--- src/rtl/bicubic_pkg.sv ---
// Shared fixed-point definitions for the bicubic systolic array: default
// sum format, sum-width helper, coefficient constants and saturation bounds.
package bicubic_pkg;

  localparam int FRACTION_BITS_DEF = 16;
  localparam int INT_BITS_DEF      = 10;

  // Width of a partial sum: integer bits (sign included) plus fraction bits.
  function automatic int sum_width(input int int_bits, input int frac_bits);
    return int_bits + frac_bits;
  endfunction

  // Larger of two widths, used when sizing internal accumulators.
  function automatic int max_int(input int a, input int b);
    return (a > b) ? a : b;
  endfunction

  localparam int SUM_W_DEF = sum_width(INT_BITS_DEF, FRACTION_BITS_DEF);

  // Coefficient values 1.0 and 0.5 in the default fraction format.
  localparam longint COEF_ONE  = longint'(1) << FRACTION_BITS_DEF;
  localparam longint COEF_HALF = longint'(1) << (FRACTION_BITS_DEF - 1);

  // Representable range of a default-width partial sum.
  localparam longint SUM_MAX = (longint'(1) << (SUM_W_DEF - 1)) - 1;
  localparam longint SUM_MIN = -(longint'(1) << (SUM_W_DEF - 1));

endpackage

--- src/rtl/sat_round_add.sv ---
// Full-precision signed add of two operands followed by clamp or wrap into
// OUT_W bits, with an overflow indication. Shared with the row accumulator.
module sat_round_add
  import bicubic_pkg::*;
#(
  parameter int A_W      = 26,
  parameter int B_W      = 27,
  parameter int OUT_W    = 26,
  parameter int SATURATE = 1
) (
  input  logic signed [A_W-1:0]   a,
  input  logic signed [B_W-1:0]   b,
  output logic signed [OUT_W-1:0] y,
  output logic                    ovf
);

  // One guard bit above the widest operand keeps the add exact.
  localparam int ACC_W = max_int(max_int(A_W, B_W), OUT_W) + 1;

  logic signed [ACC_W-1:0] acc;
  logic [ACC_W-OUT_W:0]    top_bits;

  // Exact sum, range check on the bits above the output sign, then clamp/wrap.
  always_comb begin
    // NOTE: every output gets a value before any branch so no latch is inferred.
    acc      = {{(ACC_W-A_W){a[A_W-1]}}, a} + {{(ACC_W-B_W){b[B_W-1]}}, b};
    top_bits = acc[ACC_W-1:OUT_W-1];
    ovf      = ~((&top_bits) | (~|top_bits));
    y        = acc[OUT_W-1:0];
    if (ovf && (SATURATE != 0)) begin
      y = acc[ACC_W-1] ? {1'b1, {(OUT_W-1){1'b0}}} : {1'b0, {(OUT_W-1){1'b1}}};
    end
  end

endmodule

--- src/rtl/systolic_mac_cell.sv ---
// Systolic processing element: sum = pre_sum + channel * coef, with a
// double-buffered runtime coefficient, optional multiplier pipeline stage,
// saturation/wrap, sticky overflow and valid/channel forwarding.
module systolic_mac_cell
  import bicubic_pkg::*;
#(
  parameter int                       DATA_W        = 8,
  parameter int                       FRACTION_BITS = FRACTION_BITS_DEF,
  parameter int                       INT_BITS      = INT_BITS_DEF,
  parameter int                       COEF_W        = 18,
  parameter logic signed [COEF_W-1:0] COEF_INIT     = '0,
  parameter int                       PIPE_MULT     = 1,
  parameter int                       SATURATE      = 1,
  localparam int                      SUM_W         = sum_width(INT_BITS, FRACTION_BITS)
) (
  input  logic              aclk,
  input  logic              aresetn,
  input  logic              coef_wr,
  input  logic [COEF_W-1:0] coef_data,
  input  logic              coef_swap,
  input  logic              in_valid,
  input  logic [DATA_W-1:0] channel,
  input  logic [SUM_W-1:0]  pre_sum,
  output logic              out_valid,
  output logic [DATA_W-1:0] channel_out,
  output logic [SUM_W-1:0]  sum,
  output logic              ovf,
  input  logic              ovf_clr
);

  localparam int PROD_W = DATA_W + COEF_W + 1;

  logic signed [COEF_W-1:0] shadow_coef;
  logic signed [COEF_W-1:0] active_coef;
  logic signed [PROD_W-1:0] prod;

  // Stage feeding the adder (registered or straight through).
  logic                     s_valid;
  logic signed [PROD_W-1:0] s_prod;
  logic [SUM_W-1:0]         s_pre_sum;
  logic [DATA_W-1:0]        s_channel;

  logic signed [SUM_W-1:0]  add_sum;
  logic                     add_ovf;

  // Coefficient double buffer: writes land in shadow, swap publishes to active.
  always_ff @(posedge aclk or negedge aresetn) begin
    // NOTE: non-blocking assignments make a same-edge write+swap move the old shadow.
    if (!aresetn) begin
      shadow_coef <= COEF_INIT;
      active_coef <= COEF_INIT;
    end else begin
      if (coef_wr) begin
        shadow_coef <= coef_data;
      end
      if (coef_swap) begin
        active_coef <= shadow_coef;
      end
    end
  end

  // Unsigned pixel is zero-extended into a signed operand before multiplying.
  assign prod = $signed({1'b0, channel}) * active_coef;

  if (PIPE_MULT != 0) begin : g_pipe
    logic                     p_valid;
    logic signed [PROD_W-1:0] p_prod;
    logic [SUM_W-1:0]         p_pre_sum;
    logic [DATA_W-1:0]        p_channel;

    // Product stage: capture product with its aligned pre_sum and channel.
    always_ff @(posedge aclk or negedge aresetn) begin
      // NOTE: data registers are reset too so the post-reset hold value is defined.
      if (!aresetn) begin
        p_valid   <= 1'b0;
        p_prod    <= '0;
        p_pre_sum <= '0;
        p_channel <= '0;
      end else begin
        p_valid <= in_valid;
        if (in_valid) begin
          p_prod    <= prod;
          p_pre_sum <= pre_sum;
          p_channel <= channel;
        end
      end
    end

    assign s_valid   = p_valid;
    assign s_prod    = p_prod;
    assign s_pre_sum = p_pre_sum;
    assign s_channel = p_channel;
  end else begin : g_comb
    assign s_valid   = in_valid;
    assign s_prod    = prod;
    assign s_pre_sum = pre_sum;
    assign s_channel = channel;
  end

  sat_round_add #(
    .A_W      (SUM_W),
    .B_W      (PROD_W),
    .OUT_W    (SUM_W),
    .SATURATE (SATURATE)
  ) u_add (
    .a   ($signed(s_pre_sum)),
    .b   (s_prod),
    .y   (add_sum),
    .ovf (add_ovf)
  );

  // Output stage: register result and forwarded channel, hold while idle.
  always_ff @(posedge aclk or negedge aresetn) begin
    if (!aresetn) begin
      out_valid   <= 1'b0;
      sum         <= '0;
      channel_out <= '0;
    end else begin
      out_valid <= s_valid;
      if (s_valid) begin
        sum         <= add_sum;
        channel_out <= s_channel;
      end
    end
  end

  // Sticky overflow: a new overflowing result wins over a clear request.
  always_ff @(posedge aclk or negedge aresetn) begin
    if (!aresetn) begin
      ovf <= 1'b0;
    end else if (s_valid && add_ovf) begin
      ovf <= 1'b1;
    end else if (ovf_clr) begin
      ovf <= 1'b0;
    end
  end

endmodule
--- config.mk ---
export PLATFORM = sky130hd
export DESIGN_NAME = systolic_mac_cell
export DESIGN_NICKNAME = d
export VERILOG_FILES = /design/src/rtl/bicubic_pkg.sv /design/src/rtl/sat_round_add.sv /design/src/rtl/systolic_mac_cell.sv
export SDC_FILE = /design/constraint.sdc
export NUM_CORES = 1
export LEC_CHECK = 0
export BUFFER_PORTS_ARGS = -buffer_cell sky130_fd_sc_hd__clkbuf_2
export CAP_MARGIN = 5
export CORE_MARGIN = 10
export CORE_UTILIZATION = 35
export CTS_BUF_LIST = sky130_fd_sc_hd__clkbuf_8 sky130_fd_sc_hd__clkbuf_16
export CTS_CLUSTER_SIZE = 24
export DETAILED_ROUTE_END_ITERATION = 7
export GPL_TIMING_DRIVEN = 0
export PLACE_DENSITY_LB_ADDON = 0.3
export SLEW_MARGIN = 10
export SYNTH_ARGS = -nofsm -noshare
export SYNTH_HDL_FRONTEND = slang
export SYNTH_SLANG_ARGS = --single-unit
--- constraint.sdc ---
create_clock -name aclk -period 8.05 [get_ports aclk]
set_input_delay 1.2075 -clock aclk [delete_from_list [all_inputs] [get_ports aclk]]
set_output_delay 1.2075 -clock aclk [all_outputs]
set_load 0.05 [all_outputs]
### After elaboration in Yosys (flattened, before gate mapping)

Cells that the tools add are included.

* input bits: 58
* word-level logic and storage cells: 23
* register bits after elaboration: 134

* mux-type cells: 4
* bitwise operators: 2
* $add $sub $neg: 1
* $mul: 1
* reductions and logical operators: 5

Operator list (number)
* 26-bit 2-to-1 mux: 2
* 26-bit by 27-bit adder with 28-bit output: 1
* 9-bit by 18-bit multiplier with 27-bit output: 1
* 3-bit AND reduction: 1
* 3-bit OR reduction: 1
* 1-bit 2-to-1 mux: 2
* 2-bit nonzero test: 1
* 1-bit logical AND: 1
* 1-bit zero test: 1
* 1-bit inverter: 1
* 1-bit bitwise OR: 1

### Longest topological paths before layout

Gate-level depths: netlist of the first run.

* word-level depth: 7
* gate-level depth with buffers: 20
* mapped depth without buffers: 19

### Hierarchy

Synthesis of the first run repeated with hierarchy kept, for this count alone.

* cells, all modules: 1171
* area, all modules: 12136.6 um^2

Modules (own cells, without submodules)
* systolic_mac_cell: seq. area each 3353.2 um^2, cells an instance 929, instances 1, area each 10171.0 um^2
* sat_round_add: seq. area each 0.0 um^2, cells an instance 242, instances 1, area each 1965.6 um^2

### Worst setup path after synthesis of the first run

No wires, ideal clock.

* kind: input -> register
* from: input port channel[2]
* to: register g_pipe.p_prod[26]
* setup time: 0.126 ns
* arrival: 5.955 ns
* buffers on the path: 2
* stages: 19
* path slack: 1.969 ns
* path through: clkbuf_1 > buf_1 > nand2_1 > fa_1 > fa_1 > inv_1 > fa_1 > inv_1 > fa_1 > inv_1 > ha_1 > and4_1 > nand2_1 > o211ai_1 > a211o_1 > a31o_2 > a21oi_1 > a211oi_1 > a221o_1

* longest elaborated chain between the ends: 1

RTL lines
* from (decl): RTL line systolic_mac_cell.sv:22 `input logic [DATA_W-1:0] channel,`
* 9-bit by 18-bit multiplier with 27-bit output: RTL line systolic_mac_cell.sv:63 `assign prod = $signed({1'b0, channel}) * active_coef;`
* to (signal assigned): RTL line systolic_mac_cell.sv:82 `p_prod <= prod;`
* to (decl): RTL line systolic_mac_cell.sv:67 `logic signed [PROD_W-1:0] p_prod;`

No other way between the ends.
A chain may end at the register's enable or synchronous reset.

### Worst setup path in the final report of the first run

* from: input port channel[1]
* to: register g_pipe.p_prod[26]

Same word-level chain as after synthesis.

==> impl_metrics.py, run 1 <==
metrics = {
    "outcome": {
        "result_of_the_run": "finished clean",
    },
    "final_layout": {
        "fillers": 3313,
        "antennaDiodeCount": 0,
        "sequential_cell_area_um2": 3350,
        "multi_input_comb_area_um2": 7550,
        "finalNonFillerCells": 1723,
        "drive_gt1_share_pct": 19.5,
        "nNetsFinal": 1516,
        "layout_commonest_cell": "sky130_fd_sc_hd__inv_1",
        "syn2layout_area_growth_pct": 13.7,
        "layout_common_cells": "171 x sky130_fd_sc_hd__inv_1, 134 x sky130_fd_sc_hd__dfrtp_1, 121 x sky130_fd_sc_hd__nand2_1, 115 x sky130_fd_sc_hd__fa_1, 95 x sky130_fd_sc_hd__mux2_2",
    },
    "routing": {
        "vias": 8279,
        "totalWireLength_mm": 27.8,
        "route.detailed.vias_per_inst": 4.80,
        "wl_met2_mm": 13.0,
        "drt-wirelength-per-cell_um": 16.1,
        "detail_route.iter0.violations": 445,
        "met3RoutedLength_mm": 1.18,
        "routedLengthMet1_mm": 13.1,
        "ant_nets": 0,
        "drc": 0,
        "routed.top_layer": "met4",
        "first_pass_iteration_count_of_the_detailed_router": 4,
    },
    "sta": {
        "final-setup-viol-count": 0,
        "report.final.hold_viol_count": 0,
        "tightest_slew_ns": 0.883,
        "worst_rel_slew_slack_pct": 41.1,
        "final-max-slew-violation-count": 0,
        "finalHoldWorstSlack_ns": 0.376,
        "max_clock_freq_ghz": 0.155,
        "clock-skew-final_ns": 0.0118,
        "setup_ws_ns": 1.58,
        "setup_total_negative_slack_ns": 0,
        "fin_crit_sh_pct": 80.3,
        "rsz0062_at_grt": "no",
        "period_needed_ns": 6.47,
    },
    "clock_network": {
        "max-clock-path-buffers": 2,
        "h-tree-depth": 4,
        "cts_setup_buffers": 0,
        "cts_buffers": 17,
        "cts.clk_slew.worst_paths_ns": 0.07,
        "hold_bufs_inserted_after_cts": 0,
        "cts_num_sinks": 134,
        "clock_latency_ns": 0.44,
        "cts_resized": 0,
        "clk_root_buffer_cell": "sky130_fd_sc_hd__clkbuf_16",
        "cts_tree": "done",
    },
    "synthesis": {
        "synthArstFlopShare_pct": 100,
        "ys_types": 64,
        "prevailing_post_synth_register_cell": "sky130_fd_sc_hd__dfrtp_1",
        "synth_edf_count": 0,
        "synth_nets": 1408,
        "seq_total_area_yosys_pct": 28.6,
        "avgSynthCellArea_um2": 10.2,
        "postSynthRegisterBits": 134,
        "synthCells": 1154,
        "yosys_warnings": 0,
        "mappedNetlistArea_um2": 11700,
    },
    "hold_path": {
        "holdCritPathClass": "reg2reg",
    },
    "place": {
        "post-place-ws_ns": 1.11,
        "post-dp-hpwl_mm": 22.6,
        "globalplace.congestion": 0.855,
        "buffer_ports.inserted": 88,
        "dp.cells": 1691,
    },
    "setup_path": {
        "setup.worst_path.end_class": "flip-flop",
        "worst-endpoint-arrival_ns": 6.79,
        "cp-start-kind": "input port",
        "slowest_stage_cell_crit_path": "sky130_fd_sc_hd__clkbuf_1",
        "cp_cell_sequence": "clkbuf_1, buf_1, nand2_1, fa_1, inv_1, fa_1, fa_1, fa_1, ha_1, a2111oi_0, o21a_1, nor3_1, a21o_1, a31o_2, a21oi_1, a211oi_1, a221o_1",
        "critical_path_required_ns": 8.37,
        "cp_slowest_stage_delay_ns": 0.58,
        "critical_path_class": "in2reg",
        "cp_common_cell": "sky130_fd_sc_hd__fa_1",
        "critical_path.max_fanout": 10,
    },
    "pwr": {
        "power.density_cell_area_nw_per_um2": 476,
        "power_leakage_nw": 6.39,
        "irDropWorstVdd_mv": 0.217,
    },
    "global_route": {
        "global_route_wire_length_before_repair_mm": 46.9,
        "global_route.usage.total_pct": 14.1,
        "grt_overflow": 0,
        "first_global_vias": 8761,
        "initial_antenna_violation_count": 0,
        "grt_start_max_net_pins": 99,
    },
    "floorplan": {
        "die-width_um": 203,
        "core.rowCount": 67,
        "io_count": 94,
        "initial_standard_cell_utilization_of_the_core_pct": 35.3,
        "die_footprint_um2": 41300,
        "die_height_um": 203,
        "core-area_um2": 33300,
    },
    "run": {
        "drv.max_cap_violation_count": 0,
    },
}
through the flow:
step | cell area, µm² | power [mW] | utilization, %
6_report | 13400 | 6.35 | 40.1
5_1_grt | 13400 | 7.01 | 40.1
4_1_cts | 13400 | 6.41 | 40.1
3_5_place_dp | 12800 | 5.58 | 38.4
3_3_place_gp | 12700 | 5.50 | 38.3
2_1_floorplan | 11700 | 4.64 | -
final timing paths:
check | to | cells past startpoint | slack, ns | startpoint
min in group asynchronous | shadow_coef[2] | 1 | 0.66 | aresetn
max reg2reg | g_pipe.p_prod[26] | 18 | 2.68 | active_coef[17]
min | out_valid | 0 | 0.38 | g_pipe.p_valid
max in group asynchronous | g_pipe.p_pre_sum[20] | 2 | 6.59 | aresetn
max | g_pipe.p_prod[26] | 17 | 1.58 | channel[1]
min reg2reg | out_valid | 0 | 0.38 | g_pipe.p_valid
critical path, delay by kind of cell:
family | cells | cell delay, ns
fa+ha+maj | 5 | 2.41
compound gates | 7 | 1.78
buf+inv | 3 | 1.13
simple gates | 2 | 0.25
cell type report:
class	count	area share [%]
Tap cell	448	4.20
Timing Repair Buffer	89	3.57
Buffer	45	1.46
Sequential cell	134	25.1
Clock buffer	17	3.18
Clock inverter	15	1.13
Inverter	172	4.83
Multi-Input combinational cell	803	56.5
layer usage:
metal | global-route usage (%) | up-vias
met2 | 22.6 | 144
li1 | - | 4049
met5 | 0 | -
met1 | 18.4 | 4047
met4 | 4.58 | 0
met3 | 3.32 | 39
cell families (layout without fill, tap and decap cells):
group / after synthesis / count (layout) / synth area share, %
flip-flops: 134 / 134 / 28.6
buffers and inverters: 217 / 338 / 7.16
adder cells (fa/ha/maj): 196 / 196 / 28.2
AO/OA/AOI/OAI: 184 / 184 / 11.7
AND/OR/NAND/NOR: 286 / 286 / 12.1
XOR/XNOR: 41 / 41 / 3.06
multiplexers: 96 / 96 / 9.19
power breakdown:
| part | internal, mW | switching [mW] |
|---|---|---|
| combinational | 1.93 | 2.62 |
| sequential | 0.886 | 0.127 |
| clock | 0.413 | 0.370 |
registers in the layout, indices dropped and copies added, names as in the netlist:
register,count
g_pipe.p_pre_sum,26
channel_out,8
sum,26
out_valid,1
g_pipe.p_prod,27
g_pipe.p_channel,8
ovf,1
g_pipe.p_valid,1
shadow_coef,18
active_coef,18
cells in the mapped netlist (7+ instances only):
cell | n | area (µm²)
sky130_fd_sc_hd__ha_1 | 81 | 1010
sky130_fd_sc_hd__clkbuf_1 | 30 | 113
sky130_fd_sc_hd__a211oi_1 | 8 | 60.1
sky130_fd_sc_hd__a21oi_1 | 46 | 230
sky130_fd_sc_hd__nand2_1 | 121 | 454
sky130_fd_sc_hd__xor2_1 | 20 | 175
sky130_fd_sc_hd__o311ai_1 | 12 | 105
sky130_fd_sc_hd__fa_1 | 115 | 2300
sky130_fd_sc_hd__and2_1 | 78 | 488
sky130_fd_sc_hd__o21bai_1 | 7 | 52.6
sky130_fd_sc_hd__mux2_2 | 95 | 1070
sky130_fd_sc_hd__nand3_1 | 13 | 65.1
sky130_fd_sc_hd__nor3_1 | 7 | 35.0
sky130_fd_sc_hd__nor2_1 | 26 | 97.6
sky130_fd_sc_hd__o21a_1 | 7 | 52.6
sky130_fd_sc_hd__and3_1 | 7 | 43.8
sky130_fd_sc_hd__a31oi_1 | 8 | 50.1
sky130_fd_sc_hd__a21o_1 | 20 | 150
sky130_fd_sc_hd__o311ai_2 | 9 | 146
sky130_fd_sc_hd__dfrtp_1 | 134 | 3350
sky130_fd_sc_hd__xnor2_1 | 21 | 184
sky130_fd_sc_hd__o21ai_0 | 26 | 130
sky130_fd_sc_hd__inv_1 | 171 | 642
Note: power is estimated with default switching activity, not from simulation.
==> run 2, diff against run 1 <==
==> constraint.sdc (replaced) <==
create_clock -name aclk -period 5.7 [get_ports aclk]
set_input_delay 0.855 -clock aclk [delete_from_list [all_inputs] [get_ports aclk]]
set_output_delay 0.855 -clock aclk [all_outputs]
set_load 0.05 [all_outputs]
==> run 2 against run 1 <==
Sequential power is 42% higher. Critical path type unchanged. Routed wire length shrank 1.7%. Worst setup slack got worse by 1.2 ns. Total power is 41% higher.
==> impl_metrics.py, run 2 (synthesis gave the netlist of run 1 again) <==
metrics = {
    "clock_network": {
        "cts_num_sinks": 134,
        "cts_buffers": 17,
        "hold_bufs_inserted_after_cts": 0,
        "h-tree-depth": 4,
        "cts_setup_buffers": 0,
        "clk_root_buffer_cell": "sky130_fd_sc_hd__clkbuf_16",
        "max-clock-path-buffers": 2,
        "clock_latency_ns": 0.44,
        "cts.clk_slew.worst_paths_ns": 0.07,
        "cts_tree": "done",
    },
    "place": {
        "globalplace.congestion": 0.857,
        "placed_cell_area_um2": 12800,
        "dp.cells": 1691,
        "post-dp-hpwl_mm": 22.7,
        "buffer_ports.inserted": 88,
    },
    "final_layout": {
        "registers.top_by_ff_count": "g_pipe.p_prod",
        "layout_commonest_cell": "sky130_fd_sc_hd__inv_1",
        "layout_common_cells": "171 x sky130_fd_sc_hd__inv_1, 134 x sky130_fd_sc_hd__dfrtp_1, 121 x sky130_fd_sc_hd__nand2_1, 114 x sky130_fd_sc_hd__fa_1, 95 x sky130_fd_sc_hd__mux2_2",
        "syn2layout_area_growth_pct": 13.8,
        "nNetsFinal": 1511,
        "final_core_utilization_pct": 40.2,
        "antennaDiodeCount": 0,
        "drive_gt1_share_pct": 20.1,
        "post-route-cell-area_um2": 13400,
        "largest_register_ffs": 27,
        "finalNonFillerCells": 1718,
        "layout_top_registers": "g_pipe.p_prod: 27 flops, g_pipe.p_pre_sum: 26 flops, sum: 26 flops",
    },
    "floorplan": {
        "die-width_um": 203,
        "initial_standard_cell_utilization_of_the_core_pct": 35.3,
        "core-area_um2": 33300,
        "die_height_um": 203,
        "die_footprint_um2": 41300,
        "core.rowCount": 67,
        "io_count": 94,
    },
    "sta": {
        "period_needed_ns": 5.34,
        "fin_crit_sh_pct": 93.7,
        "setup_total_negative_slack_ns": 0,
        "final-max-slew-violation-count": 0,
        "max_clock_freq_ghz": 0.187,
        "tightest_slew_ns": 0.800,
        "rsz0062_at_grt": "no",
        "finalHoldWorstSlack_ns": 0.319,
        "final-setup-viol-count": 0,
        "clock-skew-final_ns": 0.0106,
        "report.final.hold_viol_count": 0,
        "worst_rel_slew_slack_pct": 46.7,
    },
    "pwr": {
        "power_leakage_nw": 6.39,
        "irDropWorstVdd_mv": 0.347,
        "power.density_cell_area_nw_per_um2": 671,
    },
    "outcome": {
        "result_of_the_run": "finished clean",
    },
    "routing": {
        "first_pass_iteration_count_of_the_detailed_router": 5,
        "detail_route.iter0.violations": 410,
        "ant_nets": 0,
        "totalWireLength_mm": 27.3,
        "route.detailed.vias_per_inst": 4.79,
        "drc": 0,
        "drt-wirelength-per-cell_um": 15.9,
        "vias": 8228,
    },
    "setup_path": {
        "critical_path_required_ns": 6.02,
        "critical_path_class": "in2reg",
        "critical_path.max_fanout": 10,
        "setup.worst_path.end_class": "flip-flop",
        "worst-endpoint-arrival_ns": 5.66,
        "cp-start-kind": "input port",
    },
    "global_route": {
        "global_route_wire_length_before_repair_mm": 46.9,
        "grt_start_max_net_pins": 99,
        "grt_overflow": 0,
        "initial_antenna_violation_count": 0,
        "global_route.usage.total_pct": 14.0,
        "first_global_vias": 8839,
    },
    "hold_path": {
        "holdCritPathClass": "in2async",
    },
    "run": {
        "drv.max_cap_violation_count": 0,
    },
}
run 2: changes by cell type in the layout (fill, tap and decap cells not counted), moves of 2 or more:
cell,previous run,this run
sky130_fd_sc_hd__buf_1,6,4
sky130_fd_sc_hd__clkbuf_4,0,3
sky130_fd_sc_hd__clkinvlp_4,1,3
sky130_fd_sc_hd__clkbuf_1,30,23
run 2: final timing paths:
path	cells past startpoint	start	slack, ns	to
setup / recovery	19	channel[2]	0.36	g_pipe.p_prod[26]
hold reg to reg	0	g_pipe.p_valid	0.40	out_valid
max in group asynchronous	2	aresetn	4.61	g_pipe.p_pre_sum[21]
min in group aclk	0	g_pipe.p_valid	0.40	out_valid
hold / removal	1	aresetn	0.32	shadow_coef[1]
setup reg to reg	18	active_coef[17]	0.54	g_pipe.p_prod[26]
run 2: worst max-delay path, cell delays in order:
cell and delay (ns):
sky130_fd_sc_hd__clkbuf_4 0.22, sky130_fd_sc_hd__clkbuf_4 0.25, sky130_fd_sc_hd__nand2_1 0.11, sky130_fd_sc_hd__fa_2 0.60, sky130_fd_sc_hd__fa_1 0.56, sky130_fd_sc_hd__inv_1 0.05
sky130_fd_sc_hd__fa_1 0.47, sky130_fd_sc_hd__inv_1 0.05, sky130_fd_sc_hd__fa_1 0.52, sky130_fd_sc_hd__inv_1 0.04, sky130_fd_sc_hd__ha_1 0.38, sky130_fd_sc_hd__and4_1 0.24
sky130_fd_sc_hd__nand2_1 0.08, sky130_fd_sc_hd__o211ai_1 0.12, sky130_fd_sc_hd__a211o_1 0.32, sky130_fd_sc_hd__a31o_2 0.22, sky130_fd_sc_hd__a21oi_2 0.19, sky130_fd_sc_hd__a211oi_1 0.10
sky130_fd_sc_hd__a221o_1 0.26
run 2: area by class of cell:
type	instances	area (µm²)
Fill cell	3274	19900
Multi-Input combinational cell	803	7560
Sequential cell	134	3350
Inverter	172	646
Tap cell	448	561
Timing Repair Buffer	89	477
Clock buffer	17	425
Buffer	40	189
Clock inverter	15	158
run 2: repair_timing:
item | CTS | global route
setup endpoints to repair | 11 | 7
endpoints found under the hold margin | 0 | 0
pin swaps | 0 | 0
gates resized for setup | 4 | 7
run 2: per-layer routing:
metal,global-route usage [%],share of wire (%),vias to the layer above
met3,3.28,4.5,20
met5,0,0,-
met2,23.4,47,140
met4,2.88,0.94,0
li1,-,-,4048
met1,18.2,47,4020
run 2: stage by stage:
step           total power, mW  worst slack [ns]
2_1_floorplan             6.55            0.0752
3_3_place_gp              7.77            -0.775
3_5_place_dp              7.87            -0.834
4_1_cts                   9.05            0.0355
5_1_grt                   10.0            0.0636
6_report                  8.97             0.357
run 2: power by group:
| group | switching, mW | total, mW | internal [mW] |
|---|---|---|---|
| clock network | 0.515 | 1.10 | 0.583 |
| registers | 0.177 | 1.43 | 1.25 |
| logic | 3.70 | 6.44 | 2.74 |
==> run 3, diff against run 2 <==
--- a/config.mk
+++ b/config.mk
@@ -9,7 +9,7 @@
 export CAP_MARGIN = 5
 export CORE_MARGIN = 10
 export CORE_UTILIZATION = 35
-export CTS_BUF_LIST = sky130_fd_sc_hd__clkbuf_8 sky130_fd_sc_hd__clkbuf_16
+export CTS_BUF_LIST = sky130_fd_sc_hd__clkbuf_2
 export CTS_CLUSTER_SIZE = 24
 export DETAILED_ROUTE_END_ITERATION = 7
 export GPL_TIMING_DRIVEN = 0
==> constraint.sdc (replaced) <==
create_clock -name aclk -period 4.4 [get_ports aclk]
set_input_delay 0.66 -clock aclk [delete_from_list [all_inputs] [get_ports aclk]]
set_output_delay 0.66 -clock aclk [all_outputs]
set_load 0.05 [all_outputs]
==> run 3 against run 2 <==
Routed wire length increased by 7.8%. The run now ends with negative setup slack left. Global-route usage increased by 0.61 points. First-iteration DRC count up 15%. Sequential share of layout area down 1.1 points. Largest cell class unchanged.
==> impl_metrics.py, run 3 (synthesis gave the netlist of run 1 again) <==
metrics = {
    "setup_path": {
        "worst-path-buf-inv": 2,
        "setup.worst_path.end_class": "flip-flop",
        "critical_path.max_fanout": 5,
        "r2r.worst_path.cells": 16,
        "cp_slowest_stage_delay_ns": 0.56,
        "worst-endpoint-arrival_ns": 5.36,
        "critical_path_class": "reg2reg",
        "cp-start-kind": "flip-flop",
        "timing.rr.start": "active_coef[7]",
        "critPathTopFamily": "adder cells",
        "cp_cell_sequence": "buf_6, buf_6, and2_4, fa_1, fa_2, fa_2, fa_2, ha_4, a21o_1, a21oi_4, o21ai_2, a21o_1, a31o_2, a21oi_4, xnor2_1, mux2_4",
        "timing.reg2reg.setup_slack_ns": -0.28,
        "regToRegEndpoint": "g_pipe.p_prod[24]",
        "slowest_stage_cell_crit_path": "sky130_fd_sc_hd__fa_2",
        "critical_path_required_ns": 5.09,
        "cp_common_cell": "sky130_fd_sc_hd__fa_2",
    },
    "sta": {
        "final-setup-viol-count": 13,
        "report.final.hold_viol_count": 0,
        "fin_crit_sh_pct": 106,
        "tightest_slew_ns": 0.820,
        "setup_total_negative_slack_ns": -2.46,
        "setup_ws_ns": -0.276,
        "max_clock_freq_ghz": 0.214,
        "rsz0062_at_grt": "yes",
        "clock-skew-final_ns": 0.0590,
        "final-max-slew-violation-count": 0,
        "worst_rel_slew_slack_pct": 45.3,
        "period_needed_ns": 4.68,
    },
    "outcome": {
        "violated_checks": "negative setup slack",
        "result_of_the_run": "complete, but fails checks",
    },
    "place": {
        "placed_cell_area_um2": 13100,
        "post-dp-hpwl_mm": 23.1,
        "globalplace.congestion": 0.851,
        "buffer_ports.inserted": 88,
    },
    "hold_path": {
        "holdPathEnd": "g_pipe.p_pre_sum[18]",
        "holdCritPathClass": "in2reg",
        "hold_path.startpoint": "pre_sum[18]",
        "hold_depth": 2,
    },
    "floorplan": {
        "core.rowCount": 67,
        "die-width_um": 203,
        "core-area_um2": 33300,
        "initial_standard_cell_utilization_of_the_core_pct": 35.3,
        "die_footprint_um2": 41300,
        "io_count": 94,
        "die_height_um": 203,
    },
    "final_layout": {
        "largest_register_ffs": 27,
        "layout_top_registers": "g_pipe.p_prod: 27 flops, g_pipe.p_pre_sum: 26 flops, sum: 26 flops",
        "post-route-cell-area_um2": 14100,
        "fillers": 3241,
        "drive_gt1_share_pct": 31.5,
        "syn2layout_area_growth_pct": 19.8,
        "registers.top_by_ff_count": "g_pipe.p_prod",
        "layout_common_cells": "160 x sky130_fd_sc_hd__inv_1, 118 x sky130_fd_sc_hd__dfrtp_1, 104 x sky130_fd_sc_hd__clkbuf_2, 103 x sky130_fd_sc_hd__nand2_1, 102 x sky130_fd_sc_hd__fa_1",
        "nNetsFinal": 1557,
        "layout_commonest_cell": "sky130_fd_sc_hd__inv_1",
    },
    "clock_network": {
        "cts_num_sinks": 134,
        "cts_tree": "done",
        "cts_buffers": 17,
        "clock_latency_ns": 0.78,
        "max-clock-path-buffers": 2,
        "cts.clk_slew.worst_paths_ns": 0.29,
        "clk_root_buffer_cell": "sky130_fd_sc_hd__clkbuf_2",
        "h-tree-depth": 4,
    },
    "routing": {
        "detail_route.iter0.violations": 470,
        "drc": 0,
        "vias": 8623,
        "route.detailed.vias_per_inst": 4.89,
        "first_pass_iteration_count_of_the_detailed_router": 5,
        "totalWireLength_mm": 29.5,
        "ant_nets": 0,
        "drt-wirelength-per-cell_um": 16.7,
    },
    "run": {
        "drv.max_cap_violation_count": 0,
    },
    "global_route": {
        "first_global_vias": 9064,
        "initial_antenna_violation_count": 1,
        "grt_start_max_net_pins": 98,
        "grt_overflow": 0,
        "global_route_wire_length_before_repair_mm": 48.8,
        "global_route.usage.total_pct": 14.6,
    },
}
-- run 3: timing repair --
| action | CTS | global route |
|---|---|---|
| resized for setup | 72 | 28 |
| hold endpoints to repair | 38 | 1 |
| hold buffers | 2 | 1 |
| pin swaps | 52 | 26 |
| setup buffers | 34 | 11 |
| endpoints found under the setup margin | 14 | 15 |
-- run 3: area by class of cell --
class | count | area (µm²) | area share (%)
diodes | 1 | 2.50 | 0.0178
clock buffers | 17 | 85.1 | 0.605
well taps | 448 | 561 | 3.98
plain buffers | 39 | 280 | 1.99
repair buffers | 136 | 883 | 6.28
multi-input cells | 803 | 8060 | 57.3
flip-flops and latches | 134 | 3370 | 24.0
clock inverters | 15 | 183 | 1.30
inverters | 172 | 646 | 4.59
-- run 3: worst max-delay path by stage --
| stage | slack, ns | from | end | depth (start not counted) |
|---|---|---|---|---|
| 6_report | -0.28 | active_coef[7] | g_pipe.p_prod[24] | 16 |
| 3_5_place_dp | -1.13 | channel[6] | g_pipe.p_prod[26] | 16 |
| 5_1_grt | -0.42 | active_coef[7] | g_pipe.p_prod[21] | 15 |
| 2_1_floorplan | -0.45 | channel[0] | g_pipe.p_prod[21] | 16 |
| 4_1_cts | -0.24 | active_coef[7] | g_pipe.p_prod[21] | 14 |
| 3_3_place_gp | -1.08 | channel[6] | g_pipe.p_prod[24] | 16 |
-- run 3: metrics by stage --
step / utilization [%] / hold slack, ns / cells / setup slack, ns
2_1_floorplan: - / 0.352 / 1154 / -0.454
5_1_grt: 42.3 / 0.0138 / 1765 / -0.417
3_3_place_gp: 39.4 / 0.360 / 1690 / -1.08
4_1_cts: 41.7 / 0.00628 / 1752 / -0.236
3_5_place_dp: 39.5 / 0.357 / 1691 / -1.13
6_report: 42.3 / 0.0806 / 1765 / -0.276
-- run 3: worst reg2reg max path: stages, from the launching register on --
cell                      delay (ns)
sky130_fd_sc_hd__dfrtp_2        0.51
sky130_fd_sc_hd__buf_6          0.14
sky130_fd_sc_hd__buf_6          0.11
sky130_fd_sc_hd__and2_4         0.15
sky130_fd_sc_hd__fa_1           0.55
sky130_fd_sc_hd__fa_2           0.46
sky130_fd_sc_hd__fa_2           0.56
sky130_fd_sc_hd__fa_2           0.47
sky130_fd_sc_hd__ha_4           0.19
sky130_fd_sc_hd__a21o_1         0.19
sky130_fd_sc_hd__a21oi_4        0.18
sky130_fd_sc_hd__o21ai_2        0.10
sky130_fd_sc_hd__a21o_1         0.20
sky130_fd_sc_hd__a31o_2         0.28
sky130_fd_sc_hd__a21oi_4        0.17
sky130_fd_sc_hd__xnor2_1        0.10
sky130_fd_sc_hd__mux2_4         0.25
-- run 3: metal layers --
metal / track usage (%) / vias to the layer above / share of wire, %
li1: - / 4136 / -
met1: 19.1 / 4288 / 47
met2: 24.4 / 175 / 47
met3: 3.14 / 24 / 4.8
met4: 3.28 / 0 / 1.3
met5: 0 / - / 0
Power of run 3 is not shown: default switching activity piles up to over one toggle a cycle in this logic, so the estimate is an artifact.
